**src/rtl/encounter_pkg.sv**
```systemverilog
`default_nettype none
// ============================================================================
//  Module      : encounter_pkg
//  Description : Shared types for the encounter spawner: spawn type codes
//                and the spawn handshake state encoding.
//  Revision    : 1.0 - initial release
// ============================================================================
package encounter_pkg;

    // Spawn type carried through the FIFO and out to the renderer.
    typedef logic [1:0] enc_type_t;

    localparam enc_type_t ENC_NONE = 2'd0;
    localparam enc_type_t ENC_1    = 2'd1;
    localparam enc_type_t ENC_2    = 2'd2;
    localparam enc_type_t ENC_3    = 2'd3;

    // Spawn handshake state.
    typedef enum logic [1:0] {
        IDLE     = 2'd0,
        OFFER    = 2'd1,
        COOLDOWN = 2'd2
    } state_t;

endpackage
`default_nettype wire

```
**src/rtl/enc_fifo.sv**
```systemverilog
`default_nettype none
// ============================================================================
//  Module      : enc_fifo
//  Description : Small synchronous FIFO for spawn events. A push is accepted
//                when not full, or when a pop happens on the same edge. A
//                flush empties the FIFO on the next edge.
//  Ports       : clock, reset      - clock and synchronous active-high reset
//                flush             - empty the FIFO (synchronous)
//                push, push_data   - write request and data
//                pop               - read request (ignored when empty)
//                pop_data          - head entry (valid while not empty)
//                full, empty, count- occupancy status
//  Revision    : 1.0 - initial release
// ============================================================================
module enc_fifo #(
    parameter int DEPTH = 4,
    parameter int WIDTH = 2
) (
    input  logic                     clock,
    input  logic                     reset,
    input  logic                     flush,
    input  logic                     push,
    input  logic [WIDTH-1:0]         push_data,
    input  logic                     pop,
    output logic [WIDTH-1:0]         pop_data,
    output logic                     full,
    output logic                     empty,
    output logic [$clog2(DEPTH):0]   count
);

    localparam int PTR_W = $clog2(DEPTH);

    logic [WIDTH-1:0] r_mem_q [DEPTH];
    logic [PTR_W-1:0] r_wr_ptr_q, r_wr_ptr_d;
    logic [PTR_W-1:0] r_rd_ptr_q, r_rd_ptr_d;
    logic [PTR_W:0]   r_count_q,  r_count_d;

    logic w_do_push;
    logic w_do_pop;

    assign full     = (r_count_q == (PTR_W+1)'(DEPTH));
    assign empty    = (r_count_q == '0);
    assign count    = r_count_q;
    assign pop_data = r_mem_q[r_rd_ptr_q];

    // A full FIFO may still take a push when the head leaves on the same edge.
    assign w_do_pop  = pop & ~empty;
    assign w_do_push = push & (~full | w_do_pop);

    always_comb begin
        r_wr_ptr_d = r_wr_ptr_q;
        r_rd_ptr_d = r_rd_ptr_q;
        r_count_d  = r_count_q;
        if (flush) begin
            r_wr_ptr_d = '0;
            r_rd_ptr_d = '0;
            r_count_d  = '0;
        end else begin
            // Pointers wrap naturally because DEPTH is a power of two.
            if (w_do_push) r_wr_ptr_d = r_wr_ptr_q + 1'b1;
            if (w_do_pop)  r_rd_ptr_d = r_rd_ptr_q + 1'b1;
            case ({w_do_push, w_do_pop})
                2'b10:   r_count_d = r_count_q + 1'b1;
                2'b01:   r_count_d = r_count_q - 1'b1;
                default: r_count_d = r_count_q;
            endcase
        end
    end

    always_ff @(posedge clock) begin
        if (reset) begin
            r_wr_ptr_q <= '0;
            r_rd_ptr_q <= '0;
            r_count_q  <= '0;
        end else begin
            r_wr_ptr_q <= r_wr_ptr_d;
            r_rd_ptr_q <= r_rd_ptr_d;
            r_count_q  <= r_count_d;
        end
    end

    // Storage needs no reset: entries are only read while counted as valid.
    always_ff @(posedge clock) begin
        if (w_do_push && !flush && !reset) begin
            r_mem_q[r_wr_ptr_q] <= push_data;
        end
    end

endmodule
`default_nettype wire

```
**src/rtl/encounter_spawner.sv**
```systemverilog
`default_nettype none
// ============================================================================
//  Module      : encounter_spawner
//  Description : Turns rising edges of the three encounter-select levels into
//                typed spawn events, queues them, and offers them to the
//                obstacle renderer over valid/ready with a minimum gap
//                between accepted spawns.
//  Ports       : clock, reset             - clock, synchronous active-high reset
//                enc1_in..enc3_in         - encounter select levels
//                game_active              - run in progress; low flushes
//                spawn_ready              - renderer accepts the offer
//                spawn_valid, spawn_type  - offered spawn event
//                fifo_count               - queued events behind the offer
//                drop_count               - saturating count of lost events
//                busy                     - offering or cooling down
//  Revision    : 1.0 - initial release
// ============================================================================
module encounter_spawner
    import encounter_pkg::*;
#(
    parameter int DEPTH   = 4,
    parameter int MIN_GAP = 50000000,
    parameter int GAP_W   = 26,
    parameter int DROP_W  = 8
) (
    input  logic                   clock,
    input  logic                   reset,
    input  logic                   enc1_in,
    input  logic                   enc2_in,
    input  logic                   enc3_in,
    input  logic                   game_active,
    input  logic                   spawn_ready,
    output logic                   spawn_valid,
    output logic [1:0]             spawn_type,
    output logic [$clog2(DEPTH):0] fifo_count,
    output logic [DROP_W-1:0]      drop_count,
    output logic                   busy
);

    localparam int        SUM_W     = DROP_W + 2;
    localparam [GAP_W-1:0] C_GAP_LOAD = GAP_W'(MIN_GAP - 1);

    // Edge detect
    logic [2:0]  r_prev_q, r_prev_d;
    logic [2:0]  w_rise;
    logic [1:0]  w_rise_cnt;
    logic        w_event;
    enc_type_t   w_event_type;

    // FIFO interface
    logic        w_push;
    logic        w_pop;
    logic        w_full;
    logic        w_empty;
    logic        w_overflow;
    enc_type_t   w_head;

    // Drop counter
    logic [1:0]        w_drop_inc;
    logic [SUM_W-1:0]  w_drop_sum;
    logic [DROP_W-1:0] r_drop_q, r_drop_d;

    // Handshake FSM
    state_t      r_state_q, r_state_d;
    logic [GAP_W-1:0] r_gap_q, r_gap_d;
    logic        r_valid_q, r_valid_d;
    enc_type_t   r_type_q,  r_type_d;
    logic        r_busy_q,  r_busy_d;

    // Rises are still tracked while inactive so a level held across a
    // flush does not produce a late event once the run resumes.
    assign r_prev_d   = {enc3_in, enc2_in, enc1_in};
    assign w_rise     = game_active ? (r_prev_d & ~r_prev_q) : 3'b000;
    assign w_rise_cnt = 2'(w_rise[0]) + 2'(w_rise[1]) + 2'(w_rise[2]);
    assign w_event    = |w_rise;

    always_comb begin
        if (w_rise[0])      w_event_type = ENC_1;
        else if (w_rise[1]) w_event_type = ENC_2;
        else                w_event_type = ENC_3;
    end

    assign w_pop      = (r_state_q == IDLE) & game_active & ~w_empty;
    assign w_push     = w_event & (~w_full | w_pop);
    assign w_overflow = w_event & w_full & ~w_pop;

    // Losers of the same-cycle arbitration plus an overflowed winner.
    assign w_drop_inc = w_event ? ((w_rise_cnt - 2'd1) + 2'(w_overflow)) : 2'd0;
    assign w_drop_sum = SUM_W'(r_drop_q) + SUM_W'(w_drop_inc);

    always_comb begin
        if (w_drop_sum[SUM_W-1:DROP_W] != '0) r_drop_d = '1;
        else                                   r_drop_d = w_drop_sum[DROP_W-1:0];
    end

    enc_fifo #(
        .DEPTH (DEPTH),
        .WIDTH (2)
    ) u_fifo (
        .clock     (clock),
        .reset     (reset),
        .flush     (~game_active),
        .push      (w_push),
        .push_data (w_event_type),
        .pop       (w_pop),
        .pop_data  (w_head),
        .full      (w_full),
        .empty     (w_empty),
        .count     (fifo_count)
    );

    always_comb begin
        r_state_d = r_state_q;
        r_gap_d   = r_gap_q;
        r_valid_d = r_valid_q;
        r_type_d  = r_type_q;
        if (!game_active) begin
            // Flush: any pending offer is discarded silently.
            r_state_d = IDLE;
            r_gap_d   = '0;
            r_valid_d = 1'b0;
            r_type_d  = ENC_NONE;
        end else begin
            case (r_state_q)
                IDLE: begin
                    if (w_pop) begin
                        r_state_d = OFFER;
                        r_valid_d = 1'b1;
                        r_type_d  = w_head;
                    end
                end
                OFFER: begin
                    if (spawn_ready) begin
                        r_state_d = COOLDOWN;
                        r_gap_d   = C_GAP_LOAD;
                        r_valid_d = 1'b0;
                        r_type_d  = ENC_NONE;
                    end
                end
                COOLDOWN: begin
                    // MIN_GAP cooldown cycles, then one IDLE cycle before
                    // the next pop.
                    if (r_gap_q == '0) r_state_d = IDLE;
                    else               r_gap_d   = r_gap_q - 1'b1;
                end
                default: begin
                    r_state_d = IDLE;
                    r_gap_d   = '0;
                    r_valid_d = 1'b0;
                    r_type_d  = ENC_NONE;
                end
            endcase
        end
        r_busy_d = (r_state_d != IDLE);
    end

    always_ff @(posedge clock) begin
        if (reset) begin
            r_prev_q  <= '0;
            r_drop_q  <= '0;
            r_state_q <= IDLE;
            r_gap_q   <= '0;
            r_valid_q <= 1'b0;
            r_type_q  <= ENC_NONE;
            r_busy_q  <= 1'b0;
        end else begin
            r_prev_q  <= r_prev_d;
            r_drop_q  <= r_drop_d;
            r_state_q <= r_state_d;
            r_gap_q   <= r_gap_d;
            r_valid_q <= r_valid_d;
            r_type_q  <= r_type_d;
            r_busy_q  <= r_busy_d;
        end
    end

    assign spawn_valid = r_valid_q;
    assign spawn_type  = r_type_q;
    assign drop_count  = r_drop_q;
    assign busy        = r_busy_q;

endmodule
`default_nettype wire

```
**config.mk**
```make
export PLATFORM = sky130hd
export DESIGN_NAME = encounter_spawner
export DESIGN_NICKNAME = d
export VERILOG_FILES = /design/src/rtl/encounter_pkg.sv /design/src/rtl/enc_fifo.sv /design/src/rtl/encounter_spawner.sv
export SDC_FILE = /design/constraint.sdc
export NUM_CORES = 1
export LEC_CHECK = 0
export BUFFER_PORTS_ARGS = -buffer_cell sky130_fd_sc_hd__buf_2
export CAP_MARGIN = 20
export CORE_UTILIZATION = 49
export CTS_CLUSTER_SIZE = 40
export DETAILED_ROUTE_END_ITERATION = 6
export PLACE_DENSITY = 0.72
export SLEW_MARGIN = 20
export SYNTH_ARGS = -nofsm -noshare
export SYNTH_HDL_FRONTEND = slang
export SYNTH_HIERARCHICAL = 1
export SYNTH_SLANG_ARGS = --single-unit
```
**constraint.sdc**
```tcl
create_clock -name clock -period 4.3 [get_ports clock]
set_input_delay 0.43 -clock clock [delete_from_list [all_inputs] [get_ports clock]]
set_output_delay 0.43 -clock clock [all_outputs]
set_load 0.02 [all_outputs]
```
==> qor.txt <==
==================================================================================
Outcome                                                               complete, no violations
Yosys reg bits                                                                  60
Ranking of synthesized cells by area                                  sky130_fd_sc_hd__dfxtp_1, sky130_fd_sc_hd__edfxtp_1, sky130_fd_sc_hd__a21oi_1
Hold bufs inserted after CTS                                                     0
Share of final-layout standard cells stronger than drive strength 1          12.8%
Total grt overflow                                                               0
Width of the die                                                           83.6 um
Sw Pwr                                                                    0.298 mW
P&R area growth vs syn                                                       10.8%
Clock tree root driver cell                                           sky130_fd_sc_hd__clkbuf_8
Final setup violating endpoints                                                  0
Total power divided by cell area                                       342 nW/um^2
Met1 Use GR                                                                  28.8%
Clock tree from TritonCTS                                                     done
Slew margin rel.                                                             31.2%
Switching Fraction                                                           24.1%
Worst-margin pin slew                                                      1020 ps
Aggregate global-route resource usage                                        23.0%
Fill cell total of the finished layout                                         586
Count of final hold-check violations                                             0
Clock-pin slew on the worst setup and hold paths                             70 ps
Most Crowded Layer GR                                                         met2
Start point of the worst min-delay path                                    enc3_in
Final WL                                                                   7.48 mm
Kind of end point of the critical path                                        flop
Vias in the first global route                                                2863
Number of instances in the synthesized netlist                                 379
Final RePlAce weighted congestion                                            0.825
Tightest Hold Check Type                                                 in -> reg
Fraction of power consumed by combinational cells                             8.3%
Count of vias placed by the detailed router                                   2953
Leak pwr                                                                   1.36 nW
Final setup margin                                                          972 ps
Inserted Diodes                                                                  0
TritonRoute pass-1 iters                                                         5
Routed vias/inst                                                              6.19
Met3 usage                                                                   6.92%
Total DRC errors in the routed layout                                            0
Per-cell routed wire length                                                15.7 um
CTS H-tree lvls                                                                  3
Post-detail-place hpwl                                                     5.19 mm
Max-Cap Viols                                                                    0
Global-route track usage on met2                                             37.8%
Number of DRC markers in iteration 0                                           186
Net count reported at finish                                                   418
Site Rows                                                                       29
Die area                                                                 6980 um^2
DP Worst Slack                                                              929 ps
Maximum number of pins on one net before global-route repair                    19
EDFF count, synth                                                                8
Setup slack, reg-to-reg                                                     970 ps
Total setup buffers inserted after CTS                                           0
Number of nets still failing antenna checks after routing                        0
Maximum buffer depth of the clock tree                                           2
Worst r2r path cells                                                            14
Post-synth design cell area                                              3260 um^2
Number of max-slew violations in the final report                                0
Core Box Area                                                            6390 um^2
Die Ht                                                                     83.6 um
Period Utilization, post-route                                               77.4%
# resized after CTS                                                              0
Number of antenna violations at the first check in global routing                0
Fraction of registers with async set/reset                                      0%
Startpoint type of the worst setup path                                       flop
Starting density of the core                                                 51.0%
Maximum vdd drop                                                            336 uV
WP data required                                                           4570 ps
Shortest clock period the worst path allows after layout                   3330 ps
Fin Setup TNS                                                                 0 ps
Startpoint of the worst-slack reg-to-reg timing path                  r_state_q[0]$_SDFF_PP0_
Max FO, Critical Path                                                            6
Leading area contributor after synthesis                              sky130_fd_sc_hd__dfxtp_1
Commonest non-fill, non-tap cells in the layout                       sky130_fd_sc_hd__dfxtp_1, sky130_fd_sc_hd__a21oi_1, sky130_fd_sc_hd__inv_1
Min-Delay Endpoint                                                    r_prev_q[2]$_SDFF_PP0_
Core Util, Final                                                             56.5%
Max Fclk                                                                   300 MHz
Share of synthesized area occupied by flip-flops and latches                 39.3%
Clock power frac                                                             44.2%
Share of the synthesized area in the top cell type                           31.9%
Warnings, synthesis                                                              6
Insertion delay of the later-clocked pin in the worst-skew pair             340 ps
Final setup skew                                                           5.12 ps
Crit path arrival time                                                     3600 ps
Sink count of the clock tree                                                    60
Leading cell type in the layout, fill and taps excluded               sky130_fd_sc_hd__dfxtp_1
Global-route wire length before repair                                     13.1 mm
Int Power                                                                 0.939 mW
Instance count along the most critical hold path                                 2
Main flop type after synthesis                                        sky130_fd_sc_hd__dfxtp_1
Critical Setup Path Class                                               reg -> reg
Syn nets                                                                       402
Sequential share of power                                                    47.5%
Syn Area/Cell                                                            8.60 um^2
Setup repair after global routing missed its margin                             no
R2r endpoint                                                          drop_count[0]$_SDFF_PP0_
I/O Pins                                                                        22
Distinct cell type count after synthesis                                        59
Cts bufs inserted                                                                9
Buffers added on ports                                                          21
==================================================================================
==> power by group through the flow <==
stage / Sequential [mW] / Clock [mW] / Combinational [mW]
final: 0.587 / 0.546 / 0.103
after global routing: 0.588 / 0.584 / 0.116
after CTS: 0.587 / 0.557 / 0.102
after detailed placement: 0.599 / 0 / 0.102
after global placement: 0.599 / 0 / 0.0991
after floorplan: 0.607 / 0 / 0.0649
==> metal layers <==
layer,share of wire (%),routed length [um],vias up
li1,-,-,1445
met1,45,3360,1385
met2,47,3510,115
met3,7.3,544,8
met4,0.94,70,0
met5,0,0,-
==> through the flow <==
stage,area (um^2),total power [mW],std cells,hold WS [ps]
floorplan,3260,0.672,379,436
global placement,3400,0.698,461,450
detailed placement,3400,0.701,461,453
CTS,3610,1.25,477,304
global route,3610,1.29,477,310
finish,3610,1.24,477,317
==> registers in the layout, summed over array words and instances, names as in the netlist, named ones only <==
name               flops
r_gap_q               26
u_fifo/r_rd_ptr_q      2
spawn_valid            1
r_state_q              2
r_prev_q               3
u_fifo/count           3
spawn_type             2
u_fifo/r_wr_ptr_q      2
drop_count             8
u_fifo/r_mem_q         8
busy                   1
==> how the worst max path moves through the flow <==
stage                                             from                  endpoint  slack [ps]  depth (start not counted)
after floorplan           u_fifo/count[0]$_SDFFE_PP0P_  drop_count[0]$_SDFF_PP0_        1220                         13
after global placement                     game_active  drop_count[1]$_SDFF_PP0_        1080                         12
after detailed placement                   game_active  drop_count[1]$_SDFF_PP0_         930                         12
after CTS                      r_state_q[0]$_SDFF_PP0_  drop_count[0]$_SDFF_PP0_         950                         14
after global routing           r_state_q[0]$_SDFF_PP0_  drop_count[3]$_SDFF_PP0_         690                         14
final                          r_state_q[0]$_SDFF_PP0_  drop_count[0]$_SDFF_PP0_         970                         14
==> worst max-delay path, cell delays in order, from the launching register on <==
cell and delay, ps:
sky130_fd_sc_hd__dfxtp_1 340, sky130_fd_sc_hd__inv_1 100, sky130_fd_sc_hd__ha_1 230, sky130_fd_sc_hd__nand2_1 60
sky130_fd_sc_hd__or2_2 340, sky130_fd_sc_hd__nand3_1 120, sky130_fd_sc_hd__fa_1 410, sky130_fd_sc_hd__nor2_1 130
sky130_fd_sc_hd__ha_1 170, sky130_fd_sc_hd__inv_1 60, sky130_fd_sc_hd__fa_1 390, sky130_fd_sc_hd__nand3b_1 220
sky130_fd_sc_hd__nor2_1 220, sky130_fd_sc_hd__nand4_1 270, sky130_fd_sc_hd__a21oi_1 210
==> synth_stat cells, drive strengths merged (8+ instances only) <==
cell / count
inv: 32
nor2: 25
o21ai: 23
nand4: 13
edfxtp: 8
clkbuf: 14
o22ai: 8
nor3: 13
ha: 13
nand2: 17
a31oi: 10
a21oi: 36
dfxtp: 52
a32oi: 8
nor4: 8
nand3: 12
==> cell type report <==
type,count,area (um^2),share of cell area (%)
clock inverters,6,80.1,2.22
well taps,77,96.3,2.67
repair buffers,24,128,3.53
multi-input cells,268,1780,49.2
clock buffers,10,128,3.53
inverters,32,120,3.33
flip-flops and latches,60,1280,35.5
==> cell families after synthesis <==
kind of cell / synth area share, %
AO/OA/AOI/OAI: 21.7
XOR/XNOR: 2.15
adder cells (fa/ha/maj): 6.83
buffers and inverters: 6.14
flip-flops: 39.3
multiplexers: 1.38
AND/OR/NAND/NOR: 22.5
Power figures use the tool's default switching activity.
